**config.mk**
```make
export PLATFORM = sky130hd
export DESIGN_NAME = csd_decoder
export DESIGN_NICKNAME = d
export VERILOG_FILES = /design/src/rtl/csd_pkg.sv /design/src/rtl/csd_digit_map.sv /design/src/rtl/csd_decoder.sv
export SDC_FILE = /design/constraint.sdc
export NUM_CORES = 1
export LEC_CHECK = 0
export CORE_ASPECT_RATIO = 0.8
export CORE_MARGIN = 5
export CORE_UTILIZATION = 60
export DETAILED_ROUTE_END_ITERATION = 12
export PLACE_DENSITY = 0.88
export REMOVE_ABC_BUFFERS = 1
export SLEW_MARGIN = 20
export SYNTH_ARGS = -nofsm -noshare
export SYNTH_HDL_FRONTEND = slang
export SYNTH_SLANG_ARGS = --single-unit
```
**constraint.sdc**
```tcl
create_clock -name clk -period 3.4 [get_ports clk]
set_input_delay 0.51 -clock clk [delete_from_list [all_inputs] [get_ports clk]]
set_output_delay 0.51 -clock clk [all_outputs]
set_load 0.02 [all_outputs]
```
**src/rtl/csd_pkg.sv**
```systemverilog
// -----------------------------------------------------------------------------
// csd_pkg
// Shared definitions for the canonical-signed-digit (CSD) datapath: word and
// memory geometry, the 8-bit digit codes stored in the digit memory, and the
// decoder state encoding.
// -----------------------------------------------------------------------------
package csd_pkg;

  localparam int N_DIGITS = 16;
  localparam int ADDR_W   = 4;
  localparam int DATA_W   = 8;
  localparam int VAL_W    = N_DIGITS + 1;

  // One memory word per digit; any code not listed here is illegal.
  localparam logic [DATA_W-1:0] CSD_ZERO = 8'h00;
  localparam logic [DATA_W-1:0] CSD_POS  = 8'h01;
  localparam logic [DATA_W-1:0] CSD_NEG  = 8'hFF;

  typedef enum logic [1:0] {
    IDLE,
    FETCH,
    DRAIN,
    DONE
  } state_t;

endpackage

```
**src/rtl/csd_digit_map.sv**
```systemverilog
// -----------------------------------------------------------------------------
// csd_digit_map
// Combinational map from an 8-bit stored digit code to a 2-bit signed digit.
// Illegal codes map to digit 0 and raise the illegal flag, so a consumer can
// keep accumulating and simply report the error.
//
// Ports:
//   code    - 8-bit digit code read from the digit memory
//   digit   - signed digit in {-1, 0, +1}
//   illegal - code is none of CSD_ZERO / CSD_POS / CSD_NEG
// -----------------------------------------------------------------------------
module csd_digit_map
  import csd_pkg::*;
(
  input  logic [DATA_W-1:0] code,
  output logic signed [1:0] digit,
  output logic              illegal
);

  // Decode the stored code; defaults cover CSD_ZERO and illegal codes.
  always_comb begin
    digit   = 2'sb00;
    illegal = 1'b0;
    case (code)
      CSD_ZERO: digit = 2'sb00;
      CSD_POS:  digit = 2'sb01;
      CSD_NEG:  digit = 2'sb11;
      default:  illegal = 1'b1;
    endcase
  end

endmodule

```
**src/rtl/csd_decoder.sv**
```systemverilog
// -----------------------------------------------------------------------------
// csd_decoder
// Reads a 16-digit CSD word from the shared digit memory, most significant
// digit first, and rebuilds its two's-complement value by Horner's rule
// (acc = 2*acc + d). Also reports illegal digit codes and non-canonical words
// (two adjacent nonzero digits).
//
// Ports:
//   clk      - system clock, rising edge
//   reset    - asynchronous active-high reset
//   start    - begin one decode (only looked at while idle)
//   reCsd    - memory read enable
//   address  - memory read address, issued 15 down to 0
//   dataOut  - memory read data, valid the cycle after the address
//   value    - decoded signed result, held until the next decode completes
//   busy     - decode in progress
//   done     - one-cycle pulse when value and error flags are updated
//   err_code - an illegal digit code was seen in the last decode
//   err_adj  - adjacent nonzero digits were seen in the last decode
// -----------------------------------------------------------------------------
module csd_decoder
  import csd_pkg::*;
(
  input  logic              clk,
  input  logic              reset,
  input  logic              start,
  output logic              reCsd,
  output logic [ADDR_W-1:0] address,
  input  logic [DATA_W-1:0] dataOut,
  output logic [VAL_W-1:0]  value,
  output logic              busy,
  output logic              done,
  output logic              err_code,
  output logic              err_adj
);

  state_t state;

  // sample_vld marks the cycles where dataOut holds a digit we asked for:
  // it is reCsd delayed by one cycle, matching the synchronous read.
  logic              sample_vld;
  logic [VAL_W-1:0]  acc;
  logic              errc;
  logic              erra;
  logic              prev_nz;

  logic signed [1:0] digit;
  logic              illegal;
  logic              cur_nz;
  logic [VAL_W-1:0]  acc_nxt;
  logic              errc_nxt;
  logic              erra_nxt;
  logic              prev_nz_nxt;

  csd_digit_map u_digit_map (
    .code    (dataOut),
    .digit   (digit),
    .illegal (illegal)
  );

  // Next accumulator and error state for the digit currently on dataOut.
  // Outside sampling cycles everything holds, so dataOut is ignored there.
  // Illegal codes already map to digit 0, so they never count as nonzero
  // for the adjacency check.
  always_comb begin
    acc_nxt     = acc;
    errc_nxt    = errc;
    erra_nxt    = erra;
    prev_nz_nxt = prev_nz;
    cur_nz      = 1'b0;
    if (sample_vld) begin
      cur_nz      = (digit != 2'sb00);
      acc_nxt     = (acc << 1) + {{(VAL_W-2){digit[1]}}, digit};
      errc_nxt    = errc | illegal;
      erra_nxt    = erra | (prev_nz & cur_nz);
      prev_nz_nxt = cur_nz;
    end
  end

  // Control FSM with registered outputs. Accumulation runs alongside FETCH
  // and DRAIN one cycle behind the address stream; the last digit arrives in
  // DRAIN, so results are published from acc_nxt on the DRAIN->DONE edge.
  always_ff @(posedge clk or posedge reset) begin
    if (reset) begin
      state      <= IDLE;
      sample_vld <= 1'b0;
      acc        <= '0;
      errc       <= 1'b0;
      erra       <= 1'b0;
      prev_nz    <= 1'b0;
      reCsd      <= 1'b0;
      address    <= '0;
      value      <= '0;
      busy       <= 1'b0;
      done       <= 1'b0;
      err_code   <= 1'b0;
      err_adj    <= 1'b0;
    end else begin
      sample_vld <= reCsd;
      acc        <= acc_nxt;
      errc       <= errc_nxt;
      erra       <= erra_nxt;
      prev_nz    <= prev_nz_nxt;

      case (state)
        IDLE: begin
          done <= 1'b0;
          if (start) begin
            state   <= FETCH;
            busy    <= 1'b1;
            reCsd   <= 1'b1;
            address <= ADDR_W'(N_DIGITS - 1);
            acc     <= '0;
            errc    <= 1'b0;
            erra    <= 1'b0;
            prev_nz <= 1'b0;
          end
        end

        // The address register doubles as the down-counter.
        FETCH: begin
          if (address == '0) begin
            state <= DRAIN;
            reCsd <= 1'b0;
          end else begin
            address <= address - 1'b1;
          end
        end

        DRAIN: begin
          state    <= DONE;
          value    <= acc_nxt;
          err_code <= errc_nxt;
          err_adj  <= erra_nxt;
          done     <= 1'b1;
        end

        DONE: begin
          state <= IDLE;
          done  <= 1'b0;
          busy  <= 1'b0;
        end

        default: begin
          state <= IDLE;
        end
      endcase
    end
  end

endmodule

```
Word-level counts from Yosys, hierarchy flattened
Cells that the tools add are included.

Flip-flop bits (word level): 49. Bits of input ports: 11. Output and inout port bits: 26. Logic and storage cells: 64.

Add/sub/neg operators: 2. Equal/unequal tests: 8. Multiplexer cells: 25. Bitwise gates (word level): 3. Reductions and logical operators: 13.

Operators by type and width (count): 2-to-1 mux 17 bit (3); adder 17 bit (1); 2-to-1 mux 1 bit (12); equality test 8 x 1 -> 1 bit, second input constant (1); equality test 8 bit, second input constant (1); zero test 8 bit (1); 2-to-1 mux 4 bit (2); one-hot mux 2 bit (4 select lines) (1); one-hot mux 4 bit (2 select lines) (1); nonzero test 2 bit (4); != test 2 bit, second input constant (3); one-hot mux 1 bit (2 select lines) (3); AND reduction 3 bit (2); equality test 2 bit, second input constant (2); zero test 4 bit (1); 2-to-1 mux 2 bit (2); one-hot mux 2 bit (2 select lines) (1); AND reduction 2 bit (2); subtractor 4 x 1 -> 4 bit, second input constant (1); OR reduction 3 bit (1); equality test 2 x 1 -> 1 bit, second input constant (1); zero test 2 bit (1); OR 1 bit (2); OR reduction 2 bit (1); bitwise AND 1 bit (1).

Depth between registers and ports, before layout
Depth after elaboration: 8. Gate-level depth with buffers: 11. Mapped depth without buffers: 11.

Hierarchy
Synthesis repeated with hierarchy kept, for this count alone.

Cell total of the unflattened synthesis: 318. Area, all modules: 2977.9 sq um.

Modules (own cells, without submodules): csd_decoder (times used 1, cells an instance 311, area each 2930.3 sq um, sequential area each 1226.2 sq um); csd_digit_map (times used 1, cells an instance 7, area each 47.5 sq um, sequential area each 0.0 sq um).

Worst setup path after synthesis
OpenSTA, ideal clock, no wires.

Kind: input -> register. Start point: input dataOut[7]. End point: register acc[11]. Library setup time: 0.123 ns. Arrival time: 2.753 ns. Data required time: 3.277 ns. Setup slack: 0.524 ns. Cell stages on the path: 11. Buffers on the path: 0. Path through: nand4_1 > nor2_1 > and2_1 > ha_1 > fa_1 > a21oi_1 > nor3_2 > nor3_2 > nor2_1 > or3_1 > nor3b_1.

Cells in the longest elaborated chain, start to end: 6. Elaborated cells between the ends (all ways): 7. Those cells by class: add/sub (1); eq/ne (2); mux (4).

Ends and longest elaborated chain: from (decl) (RTL line csd_decoder.sv:29) `input logic [DATA_W-1:0] dataOut,`; equality test 8 bit or equality test 8 x 1 -> 1 bit (tied branches) (RTL line csd_digit_map.sv:24) `case (code)`; one-hot mux 2 bit (2 select lines) (*) (RTL line csd_digit_map.sv:24); adder 17 bit (*) (RTL line csd_decoder.sv:73) `acc_nxt = (acc << 1) + {{(VAL_W-2){digit[1]}}, digit};`; 2-to-1 mux 17 bit (*) (RTL line csd_decoder.sv:71) `if (sample_vld) begin`; 2-to-1 mux 17 bit (RTL line csd_decoder.sv:108) `if (start) begin`; 2-to-1 mux 17 bit (*) (RTL line csd_decoder.sv:105) `case (state)`; to (signal assigned) (RTL line csd_decoder.sv:100) `acc <= acc_nxt;`; to (decl) (RTL line csd_decoder.sv:42) `logic [VAL_W-1:0] acc;`.

Mark *: on every way between the ends. The rest lies on a longest branch, timed or not. A chain may end at the register's enable or synchronous reset.

Worst setup path in the final report
Start point: input dataOut[7]. End point: register value[14].

Cells in the longest elaborated chain, start to end: 4. Elaborated cells between the ends (all ways): 5. Those cells by class: add/sub (1); eq/ne (2); mux (2).

Ends and longest elaborated chain: equality test 8 bit or equality test 8 x 1 -> 1 bit (tied branches) (RTL line csd_digit_map.sv:24); one-hot mux 2 bit (2 select lines) (*) (RTL line csd_digit_map.sv:24); adder 17 bit (*) (RTL line csd_decoder.sv:73); 2-to-1 mux 17 bit (*) (RTL line csd_decoder.sv:71); to (signal assigned) (RTL line csd_decoder.sv:132) `value <= acc_nxt;`; to (decl) (RTL line csd_decoder.sv:30) `output logic [VAL_W-1:0] value,`.

Marks and branches as above.

==> flow_summary.json <==
{
  "status": "finished clean",
  "syn_area_um2": 2940,
  "ys_seq_area_share_pct": 41.6,
  "startpoint_type": "input port",
  "drv_cap": 0,
  "clkSinkCount": 49,
  "overflow": 0,
  "layout.nets": 399,
  "die_w_um": 88.3,
  "drt-total-wl_um": 6840,
  "hold_slack_ns": 0.488,
  "clkTransAtPathRegs_ns": 0.09,
  "cts_root_buffer": "clkbuf_8",
  "final_common_cell": "dfrtp_1",
  "worstSkewPairLatency_ns": 0.31,
  "crit_fanout": 6,
  "sequentialPowerShare_pct": 33.6,
  "fmax_ghz": 0.323,
  "cts_hold_buf": 0,
  "synth_fa_ha_area_share_pct": 9.18,
  "viasPerCell": 6.08,
  "ys_warn_count": 0,
  "critPathMaxStageDelay_ns": 0.47,
  "rows": 22,
  "criticalPathCategory": "in2reg",
  "synth_ff_type": "dfrtp_1",
  "grt_pass1_vias": 2549,
  "synth_compound_area_share_pct": 19.0,
  "hpwl_um": 4980,
  "htreeDepth": 2,
  "power.total_uw": 2910,
  "slew_violations": 0,
  "p_clk_share_pct": 13.1,
  "p_per_area_nw_per_um2": 814,
  "grt_pass1_wl_um": 11700,
  "grtUsageTotal_pct": 23.2,
  "hold_class": "reg2reg",
  "cts_tree": "built",
  "crit_path_end_kind": "flop",
  "worst_slew_pin_slew_ns": 0.819,
  "grt_max_degree": 50,
  "portBuffers": 36,
  "skew_ns": 0.00378,
  "cts_setup_buffers": 0,
  "synth_top_family_by_area": "simple AND/OR/NAND/NOR gates",
  "coreArea_um2": 4680,
  "antenna_left": 0,
  "p_int_uw": 1650,
  "ios": 37,
  "hold_viol": 0,
  "worst_slack_ns": 0.299,
  "stdcell_area_um2": 3570,
  "final_cell_mix": "49 x dfrtp_1, 42 x nor2_1, 36 x a21oi_1, 36 x clkdlybuf4s50_1, 27 x nand2_1",
  "cp_data_required_time_ns": 3.63,
  "n_antenna_cell": 0,
  "areaGrowthSynthToFinish_pct": 21.2,
  "synth_simple_gate_area_share_pct": 19.2,
  "p_switching_uw": 1260,
  "combPwrFrac_pct": 53.3,
  "crit_chain": "clkdlybuf4s50_1 -> nand4_1 -> nor2_1 -> and2_1 -> buf_4 -> ha_1 -> a21oi_2 -> o21ai_0 -> a41oi_1 -> a21oi_1 -> nand3b_1 -> a31oi_1",
  "slew-limit-headroom_pct": 45.3,
  "setup-tns-final_ns": 0,
  "clockBufferDepth": 2,
  "syn_inst": 317,
  "cp.arrival_ns": 3.33,
  "rsz0062_at_grt": "no",
  "drtIter0Drc": 222,
  "ys_async_sr_fraction_pct": 100,
  "synth-xor-area-share_pct": 2.97,
  "place_ws_ns": 0.0301,
  "antenna_found_initial": 0,
  "synth-seq-cells": 49,
  "critPathBufInv": 2,
  "cp_top_family": "compound AO/OA/AOI/OAI gates",
  "cts_buffers": 5,
  "fin_crit_sh_pct": 91.2,
  "gp_congestion": 0.893,
  "ys_types": 53,
  "place_area_um2": 3470,
  "cts_resized": 0,
  "layout-drive-gt1-share_pct": 12.5,
  "initial_utilization_pct": 62.9,
  "first_pass_iters": 5,
  "period_minus_slack_ns": 3.10,
  "synthMuxAreaShare_pct": 5.35,
  "dieArea_um2": 6420,
  "ir_drop_mv": 0.633,
  "p_leak_uw": 0.00161,
  "drc_errors": 0,
  "routedWlPerCell_um": 16.0,
  "vias": 2603,
  "setup_viol": 0,
  "avgSynthCellArea_um2": 9.29,
  "switching_share_pct": 43.2,
  "synth_edf_count": 0,
  "die_h_um": 72.7,
  "worst_path_max_delay_cell": "clkdlybuf4s50_1"
}
final timing paths:
path	start	endpoint	slack, ns	depth (start not counted)
min in group asynchronous	reset	err_adj	0.66	2
min reg2reg	reCsd	sample_vld	0.49	0
max reg2reg	acc[0]	acc[11]	0.99	8
max in group asynchronous	reset	acc[16]	2.26	2
min	reCsd	sample_vld	0.49	0
max	dataOut[7]	value[14]	0.30	12
final cells by class:
type | instances | area, µm²
clock inverter | 2 | 17.5
inverter | 11 | 42.5
clock buffer | 6 | 82.6
tap | 60 | 75.1
sequential | 49 | 1230
timing repair buffer | 53 | 488
fill | 306 | 1110
multi-input combinational | 247 | 1640
power groups by stage:
stage,clock [µW],combinational (µW),sequential [µW]
2_1_floorplan,0,798,1150
3_3_place_gp,0,1490,971
3_5_place_dp,0,1540,981
4_1_cts,388,1550,974
5_1_grt,412,1710,1010
6_report,382,1550,975
stage by stage:
| stage | util [%] | cells |
|---|---|---|
| 2_1_floorplan | - | 307 |
| 3_3_place_gp | 74.1 | 420 |
| 3_5_place_dp | 74.1 | 420 |
| 4_1_cts | 76.3 | 428 |
| 5_1_grt | 76.3 | 428 |
| 6_report | 76.3 | 428 |
cell families (layout without fill, tap and decap cells):
group | count (synthesis) | in the layout
buffers and inverters | 21 | 72
multiplexers | 15 | 15
AND/OR/NAND/NOR | 114 | 114
adder cells (fa/ha/maj) | 21 | 21
flip-flops | 49 | 49
AO/OA/AOI/OAI | 87 | 87
XOR/XNOR | 10 | 10
Yosys cell counts, types with 5 or more instances:
cell | count | share of area, %
clkbuf_1 | 5 | 0.64
o21ai_0 | 19 | 3.2
a21oi_1 | 36 | 6.1
nand2_1 | 27 | 3.4
nand3_1 | 9 | 1.5
nor3_1 | 6 | 1.0
xnor2_1 | 6 | 1.8
dfrtp_1 | 49 | 42
inv_1 | 10 | 1.3
and2_1 | 7 | 1.5
mux2i_1 | 9 | 3.1
nor2_1 | 42 | 5.4
ha_1 | 20 | 8.5
mux2_2 | 6 | 2.3
registers in the layout (all words and copies together) (netlist names):
name,count
acc,17
value,17
address,4
state,2
busy,1
done,1
err_adj,1
err_code,1
erra,1
errc,1
prev_nz,1
reCsd,1
sample_vld,1
per-layer routing:
| layer | global-route usage, % | vias to the layer above | wire, µm |
|---|---|---|---|
| met2 | 37.8 | 82 | 3190 |
| met3 | 5.42 | 16 | 427 |
| met1 | 30.4 | 1267 | 3090 |
| li1 | - | 1238 | - |
| met4 | 7.89 | 0 | 127 |
| met5 | 0 | - | 0 |
worst register-to-register path, stage by stage (launching register included):
cell and delay [ns]:
dfrtp_1 0.39, ha_1 0.24, fa_1 0.40, a21oi_1 0.31, nor3_2 0.11, nor3_2 0.28
nor2_1 0.13, or3_1 0.31, nor3b_1 0.14
Note: power is estimated with default switching activity, not from simulation.
